**src/rtl/rr_pkg.sv**
```systemverilog
// Shared sizing and types for the arbiter, pop mux and egress stages.
// Pure definitions: no latency and no flow control of its own.
package rr_pkg;
  localparam int QUEUE_QUANTITY = 4;
  localparam int DATA_BITS      = 8;
  localparam int SEL_W          = $clog2(QUEUE_QUANTITY);
  localparam int OUT_DEPTH      = 2;
  localparam int BUS_W          = QUEUE_QUANTITY * DATA_BITS;

  typedef struct packed {
    logic [SEL_W-1:0]     src;
    logic [DATA_BITS-1:0] dat;
  } entry_t;

  // FIFO n sits at bus[(n+1)*DATA_BITS-1 : n*DATA_BITS].
  function automatic logic [DATA_BITS-1:0] fifo_slice(input logic [BUS_W-1:0] bus,
                                                      input logic [SEL_W-1:0] idx);
    return bus[int'(idx)*DATA_BITS +: DATA_BITS];
  endfunction
endpackage

```
**src/rtl/rr_out_buffer.sv**
```systemverilog
// Two-entry in-order {src,data} buffer; a write is visible at the head one cycle later.
// Head register drives the output directly; rd_dat holds while rd_vld && !rd_rdy.
module rr_out_buffer
  import rr_pkg::*;
(
  input  logic       clk,
  input  logic       rst,
  input  logic       wr_vld,
  input  entry_t     wr_dat,
  output logic       rd_vld,
  input  logic       rd_rdy,
  output entry_t     rd_dat,
  output logic [1:0] count
);
  entry_t     head;
  entry_t     tail;
  logic [1:0] cnt;
  logic       xfer;

  assign rd_vld = (cnt != 2'd0);
  assign rd_dat = head;
  assign count  = cnt;
  assign xfer   = rd_vld && rd_rdy;

  always_ff @(posedge clk) begin
    if (rst) begin
      head <= '0;
      tail <= '0;
      cnt  <= 2'd0;
    end else begin
      case ({wr_vld, xfer})
        2'b10: begin
          if (cnt == 2'd0) head <= wr_dat;
          else             tail <= wr_dat;
          if (cnt != 2'(OUT_DEPTH)) cnt <= cnt + 2'd1;
        end
        2'b01: begin
          head <= tail;
          cnt  <= cnt - 2'd1;
        end
        2'b11: begin
          // Occupancy unchanged: the new word lands behind whatever remains.
          if (cnt == 2'd1) begin
            head <= wr_dat;
          end else begin
            head <= tail;
            tail <= wr_dat;
          end
        end
        default: ;
      endcase
    end
  end
endmodule

```
**src/rtl/rr_pop_mux.sv**
```systemverilog
// Turns arbiter grants into one-hot FIFO pops and buffers the returned words; pop->valid_out is 2 cycles.
// Pops are issued only with a free buffer slot reserved, so downstream stalls never drop or underflow.
module rr_pop_mux
  import rr_pkg::*;
(
  input  logic                      clk,
  input  logic                      rst,
  input  logic                      enb,
  input  logic [SEL_W-1:0]          selector,
  input  logic                      selector_enb,
  input  logic [QUEUE_QUANTITY-1:0] buf_empty,
  input  logic [BUS_W-1:0]          fifo_data,
  output logic [QUEUE_QUANTITY-1:0] pop,
  output logic [DATA_BITS-1:0]      data_out,
  output logic [SEL_W-1:0]          src_out,
  output logic                      valid_out,
  input  logic                      ready_in,
  output logic                      busy
);
  logic             inflight;
  logic [SEL_W-1:0] sel_d;
  logic [1:0]       count;
  logic             xfer;
  logic [2:0]       occ;
  logic             credit;
  logic             issue;
  entry_t           cap;
  entry_t           head;

  assign xfer = valid_out && ready_in;
  assign occ  = {1'b0, count} + {2'b00, inflight};
  // A word leaving this cycle frees its slot for the pop issued now.
  assign credit = occ < (3'd2 + {2'b00, xfer});
  assign issue  = !rst && enb && selector_enb && !buf_empty[selector] && credit;
  assign pop    = issue ? (QUEUE_QUANTITY'(1) << selector) : '0;

  always_ff @(posedge clk) begin
    if (rst) begin
      inflight <= 1'b0;
      sel_d    <= '0;
    end else begin
      inflight <= issue;
      if (issue) sel_d <= selector;
    end
  end

  assign cap.src = sel_d;
  assign cap.dat = fifo_slice(fifo_data, sel_d);

  rr_out_buffer u_out_buffer (
    .clk    (clk),
    .rst    (rst),
    .wr_vld (inflight),
    .wr_dat (cap),
    .rd_vld (valid_out),
    .rd_rdy (ready_in),
    .rd_dat (head),
    .count  (count)
  );

  assign data_out = head.dat;
  assign src_out  = head.src;
  assign busy     = inflight || (count != 2'd0);
endmodule

```
**config.mk**
```make
export PLATFORM = sky130hd
export DESIGN_NAME = rr_pop_mux
export DESIGN_NICKNAME = d
export VERILOG_FILES = /design/src/rtl/rr_pkg.sv /design/src/rtl/rr_out_buffer.sv /design/src/rtl/rr_pop_mux.sv
export SDC_FILE = /design/constraint.sdc
export NUM_CORES = 1
export LEC_CHECK = 0
export BUFFER_PORTS_ARGS = -buffer_cell sky130_fd_sc_hd__buf_2
export CAP_MARGIN = 20
export CORE_AREA = 4 4 58 70
export CTS_BUF_LIST = sky130_fd_sc_hd__clkbuf_8
export CTS_CLUSTER_DIAMETER = 80
export DETAILED_ROUTE_END_ITERATION = 10
export DIE_AREA = 0 0 62 74
export PLACE_DENSITY = 0.76
export SLEW_MARGIN = 10
export SYNTH_ARGS = -nofsm -noshare
export SYNTH_HDL_FRONTEND = slang
export SYNTH_SLANG_ARGS = --single-unit
export TNS_END_PERCENT = 5
```
**constraint.sdc**
```tcl
create_clock -name clk -period 1.6 [get_ports clk]
set_clock_uncertainty 0.05 [all_clocks]
set_input_delay 0.08 -clock clk [delete_from_list [all_inputs] [get_ports clk]]
set_output_delay 0.08 -clock clk [all_outputs]
set_load 0.01 [all_outputs]
```
; Word level (Yosys, flattened, before mapping)
; Index checks and enable logic that the tools add are counted.
[totals]
regBits = 25
[op_classes]
addsub = 4
order_cmp = 2
eq_ne = 9
shift = 2
n_reduce_logical = 16
n_mux = 11
[op_table]
columns = cell, count
row1 = two-way mux 10 bit, 4
row2 = indexed part select 32 x 6 -> 8 bit, 1
row3 = one-hot mux 10 bit (3 select lines), 1
row4 = one-hot mux 10 bit (2 select lines), 1
row5 = "!= test 2 bit, second input constant", 3
row6 = nonzero test 2 bit, 3
row7 = logical AND 1 bit, 5
row8 = "equality test 2 x 1 -> 1 bit, second input constant", 2
row9 = "equality test 2 bit, second input constant", 2
row10 = two-way mux 4 bit, 1
row11 = "!= test 2 x 1 -> 1 bit, second input constant", 2
row12 = one-hot mux 2 bit (2 select lines), 1
row13 = AND reduction 2 bit, 2
row14 = "<< shifter 1 x 2 -> 4 bit, first input constant", 1
row15 = adder 2 x 1 -> 3 bit, 1
row16 = "adder 2 x 1 -> 3 bit, first input constant", 1
row17 = "less-than comparator 2 x 3 -> 1 bit, second input constant", 1
row18 = less-than comparator 3 bit, 1
row19 = AND reduction 3 bit, 1
row20 = nonzero test 3 bit, 1
row21 = "adder 2 x 1 -> 2 bit, second input constant", 1
row22 = binary-select mux 1 bit (select 2 bit), 1
row23 = zero test 1 bit, 2
row24 = zero test 2 bit, 1
row25 = 4 further kinds, 4

; Depth between registers and ports, before layout
[depth]
depth_word = 6
depth_mapped = 8
depth_no_buf = 6

; Cells and area by module
; From an unflattened synthesis, not the netlist that was laid out.
[hier_totals]
hier_cells = 144
hier_area_um2 = 1467.7
[modules_own_cells]
columns = mod, cells_per_inst, area_each_um2, n_inst, seq_area_each_um2
row1 = rr_out_buffer, 114, 1057.3, 1, 440.4
row2 = rr_pop_mux, 30, 410.4, 1, 60.1

; Worst setup path after synthesis
; OpenSTA, ideal clock, no wires.
[synth_timing]
path_kind = register to register
start = register u_out_buffer.cnt[0] (netlist: u_out_buffer.count[0])
end = register, netlist name u_out_buffer.rd_dat[0]
path_stages_with_launch = 9
t_arrival_ns = 1.450
synth_period_minus_slack_ns = 1.588
path_buffers = 2
required_time_ns = 1.461
slack_ns = 0.012
path_cell_list = dfxtp_1 > inv_1 > ha_1 > nor2b_2 > buf_6 > and2_4 > buf_8 > nand2_1 > a311oi_2
[synth_via]
elab_chain_cells = 5
word_cells_on_any_way = 12
[synth_rtl]
columns = item, line_no
row1 = start: declaration, rr_out_buffer.sv:17  ; logic [1:0] cnt;
row2 = start signal: assignment, rr_out_buffer.sv:35  ; if (cnt != 2'(OUT_DEPTH)) cnt <= cnt + 2'd1;
row3 = start signal: assignment, rr_out_buffer.sv:39  ; cnt <= cnt - 2'd1;
row4 = nonzero test 2 bit, rr_out_buffer.sv:20  ; assign rd_vld = (cnt != 2'd0);
row5 = logical AND 1 bit, rr_out_buffer.sv:23  ; assign xfer = rd_vld && rd_rdy;
row6 = equality test 2 bit or equality test 2 x 1 -> 1 bit (tied branches), rr_out_buffer.sv:31  ; case ({wr_vld, xfer})
row7 = != test 2 x 1 -> 1 bit (no source line) or nonzero test 3 bit (tied branches), --
row8 = AND reduction 2 bit (no source line), --
; Several ways; a longest one is shown, not always the timed one.
; A chain may end at the register's enable or synchronous reset.

; Final worst setup path
[layout_timing]
start = register u_out_buffer.cnt[0] (netlist: u_out_buffer.count[0])
end = output pop[1]
[layout_via]
elab_chain_cells = 6
word_cells_on_any_way = 7
[layout_rtl]
columns = item, line_no
row1 = nonzero test 2 bit, rr_out_buffer.sv:20
row2 = logical AND 1 bit, rr_pop_mux.sv:30  ; assign xfer = valid_out && ready_in;
row3 = adder 2 x 1 -> 3 bit, rr_pop_mux.sv:33  ; assign credit = occ < (3'd2 + {2'b00, xfer});
row4 = less-than comparator 3 bit *, rr_pop_mux.sv:33
row5 = logical AND 1 bit *, rr_pop_mux.sv:34  ; assign issue = !rst && enb && selector_enb && !buf_empty[selector] && credit;
row6 = two-way mux 4 bit *, rr_pop_mux.sv:35  ; assign pop = issue ? (QUEUE_QUANTITY'(1) << selector) : '0;
row7 = end: declaration, rr_pop_mux.sv:13  ; output logic [QUEUE_QUANTITY-1:0] pop,
; Mark *: on every way between the ends. The rest lies on a longest branch, timed or not.

==> run summary <==
After synthesis, the share of flip-flops with an asynchronous set or reset is 0%. The share of the clock period used by the worst path after layout works out to 110%. The number of endpoints with negative hold slack in the final report is 0, and the synthesized instance count is 147. The via count of the first global-routing pass came out at 1283. In this run the mean area of a mapped cell was 10.0 um2. For this run, the total global-route usage over all layers was measured as 15.2%. Cts-stage hold buffer count: 0. Overall routed net length: 3.44 mm. Counting every net in the synthesized netlist gives 195.

The number of different library cells used by synthesis comes to 33. The floorplan has 23 rows. Setup repair after global routing could not meet its margin everywhere. Mux contribution to synthesized area: 22.0%. The kind of critical path was flip-flop to primary output. The power per cell area was 979 mW/mm2. Relative to the synthesized area, the layout overhead comes to 34.4%.

The logs give 43.8% for the starting utilization of the core area and 0.00198 mm2 for the design area. The placer congestion estimate was 0.834. The max-capacitance violation count is 0. The Yosys step of the flow raised 0 warnings. Before antenna repair, the detailed router went through 4 iterations. Global routing finished with a remaining overflow of 0. The worst setup path is captured at a primary output. The synthesized netlist devotes 0.594% of its cell area to XOR and XNOR gates. The most common flop cell mapped by yosys was dfxtp_1. The synthesized netlist devotes 13.6% of its cell area to compound gates. The max-slew violation count was 0. The checks that failed: negative setup slack.

The maximum number of pins on one net before global-route repair is 25, and the final routed DRC violation total is 0. The number of synthesized register bits was 25; the final antenna-violating net count was 0. The detailed placer's ending HPWL is 2.65 mm. The post-placement cell area was 0.00185 mm2. The number of placed instances, taps included, is 242. The highest fanout seen on the critical path is 6. The die width is 62 um. The tools report the maximum clock rate as 0.567 GHz. The run gives 0 as the number of antenna diodes. The run gives 25 as the clock sink count. The synthesized design spends more area on one cell type than any other, namely dfxtp_1.

The run gives -0.162 ns as the post-layout worst setup margin. The synthesized netlist devotes 4.24% of its cell area to adder and majority cells. For the headroom to the max-slew limit, the log shows 78.7%. Leaving out fill and tap cells, the most frequent cell in the layout is buf_2. The clock latency reported for the late side of the worst-skew pair is 0.26 ns. The buffer type at the clock tree root is clkbuf_8. The number of nets in the layout is 258, and the transition time of the tightest slew-check pin is 0.319 ns. The combinational family with the most area after synthesis was multiplexers.

The run gives 0 as the initial antenna violation count. The ratio of cells with drive above 1 in the final layout is 51.2%, and the depth of the CTS H-tree is 1. The number of synthesized flops with an enable pin works out to 0. During placement, the flow inserted port buffers numbering 58. The maximum resistive drop on vdd was 741 uV. Using the TritonRoute via totals, the vias-per-cell ratio works out to 5.41. In the final routed layout, each cell accounts on average for 14.0 um. The static leakage power was 0.815 nW; the data arrival time of the worst path was 1.63 ns. Measured along the y axis, the die boundary spans 74 um. Of the synthesized area, sequential elements account for 34.0%. The share of Yosys cell area claimed by the top area cell type was 34.0%; the clock transition at the registers of the reported paths was 0.08 ns.

The clock passes through at most 2 buffers. STA classifies the critical path startpoint as a flip-flop. Leaving out fill and tap cells, the most frequent cells in the layout are 58 x buf_2, 23 x nand2_1, 23 x nor2_1.

The mapped netlist covers 0.00147 mm2. The run finished, with violations left. The number of top-level pins was 59. After synthesis, the cell types taking the most area are dfxtp_1 34%, mux4_2 11%, mux2i_1 9.5%. The tools report the total via count in the routed design as 1331.

The total area inside the core boundary comes to 0.00337 mm2. The global-route wire length before repair came out at 5.42 mm. The type of the most critical hold path was input pin to flip-flop. Summing internal, switching and leakage power gives 0.00194 W. Setup violations remaining at the end of the flow were counted as 4. The die covers 0.00459 mm2.

For this block, the initial DRC count from the detailed router was 49. The TritonCTS buffer count is 3, and the post-CTS setup buffer count is 0. Number of cells in the finished layout apart from fillers: 246.

TritonCTS built the clock tree. Subtracting the final worst setup slack from the clock period gives 1.76 ns. The fraction of the mapped netlist area in simple logic gates works out to 18.8%. Data on the critical path is required at its endpoint by 1.47 ns.
## per-layer routing
metal | vias up | track usage (%) | part of all wire (%)
met5 | - | 0 | 0
met4 | 0 | 3.77 | 0.61
met3 | 2 | 2.78 | 9.2
met2 | 54 | 27.8 | 52
met1 | 629 | 17.8 | 38
li1 | 646 | - | -
## synthesized netlist by cell type (2+ instances only)
cell type	count
dfxtp_1	25
nand2_1	23
nor2_1	23
mux2i_1	14
a311oi_2	9
mux4_2	7
inv_1	6
ha_1	5
buf_4	3
a311oi_1	2
buf_2	2
buf_6	2
clkbuf_1	2
nand2_2	2
nand2b_1	2
nor3_1	2
nor4_1	2
## cells by family (layout without fill, tap and decap cells)
group                    after synthesis  in the layout
AND/OR/NAND/NOR                       61             61
flip-flops                            25             25
buffers and inverters                 16             78
adder cells (fa/ha/maj)                5              5
AO/OA/AOI/OAI                         17             17
XOR/XNOR                               1              1
multiplexers                          22             22
## report_power, final
| part | internal [W] | total (W) | switching, W |
|---|---|---|---|
| Clock | 0.000171 | 0.000361 | 0.000189 |
| Sequential | 0.000707 | 0.000752 | 0.0000450 |
| Combinational | 0.000389 | 0.000826 | 0.000437 |
| Total | 0.00127 | 0.00194 | 0.000671 |
## critical path: stages (launching register included)
cell	delay, ns
dfxtp_2	0.35
ha_4	0.16
ha_4	0.14
and4bb_1	0.30
o21ai_4	0.11
nor4_4	0.13
buf_2	0.18
## through the flow
stage | hold WS (ns) | setup TNS (ns) | setup slack, ns | util, %
after global placement | 0.368 | 0 | 0.0394 | 54.8
after CTS | 0.101 | -0.626 | -0.239 | 57.7
after global routing | 0.146 | -1.54 | -0.254 | 58.8
final | 0.142 | -0.544 | -0.162 | 58.8
after floorplan | 0.160 | 0 | 0.0116 | -
after detailed placement | 0.371 | -0.174 | -0.0409 | 54.8
## repair_timing
item                                    CTS  global route
pin swaps                                 3             2
gates resized for setup                  11             8
endpoints found under the setup margin   16            24
## area by class of cell
cell class / count / area (um2)
clock inverters: 1 / 3.75
fillers: 285 / 1390
well taps: 37 / 46.3
clock buffers: 3 / 41.3
repair buffers: 68 / 403
multi-input cells: 106 / 958
inverters: 6 / 22.5
flip-flops and latches: 25 / 505
## flip-flops by register name (all words and copies together) (netlist names)
register             flops
inflight                 1
sel_d                    2
u_out_buffer.count       2
u_out_buffer.rd_dat     10
u_out_buffer.tail       10
## final timing paths
| path | start | end | slack (ns) | cells after the start |
|---|---|---|---|---|
| max | u_out_buffer.count[0]$_SDFFE_PP0P_ | pop[1] | -0.16 | 6 |
| min | buf_empty[1] | inflight$_SDFF_PP0_ | 0.14 | 3 |
| max reg2reg | u_out_buffer.count[0]$_SDFFE_PP0P_ | u_out_buffer.count[1]$_SDFFE_PP0P_ | 0.03 | 7 |
| min reg2reg | u_out_buffer.tail[8]$_SDFFE_PP0P_ | u_out_buffer.tail[8]$_SDFFE_PP0P_ | 0.45 | 2 |
Note: power is estimated with default switching activity, not from simulation.
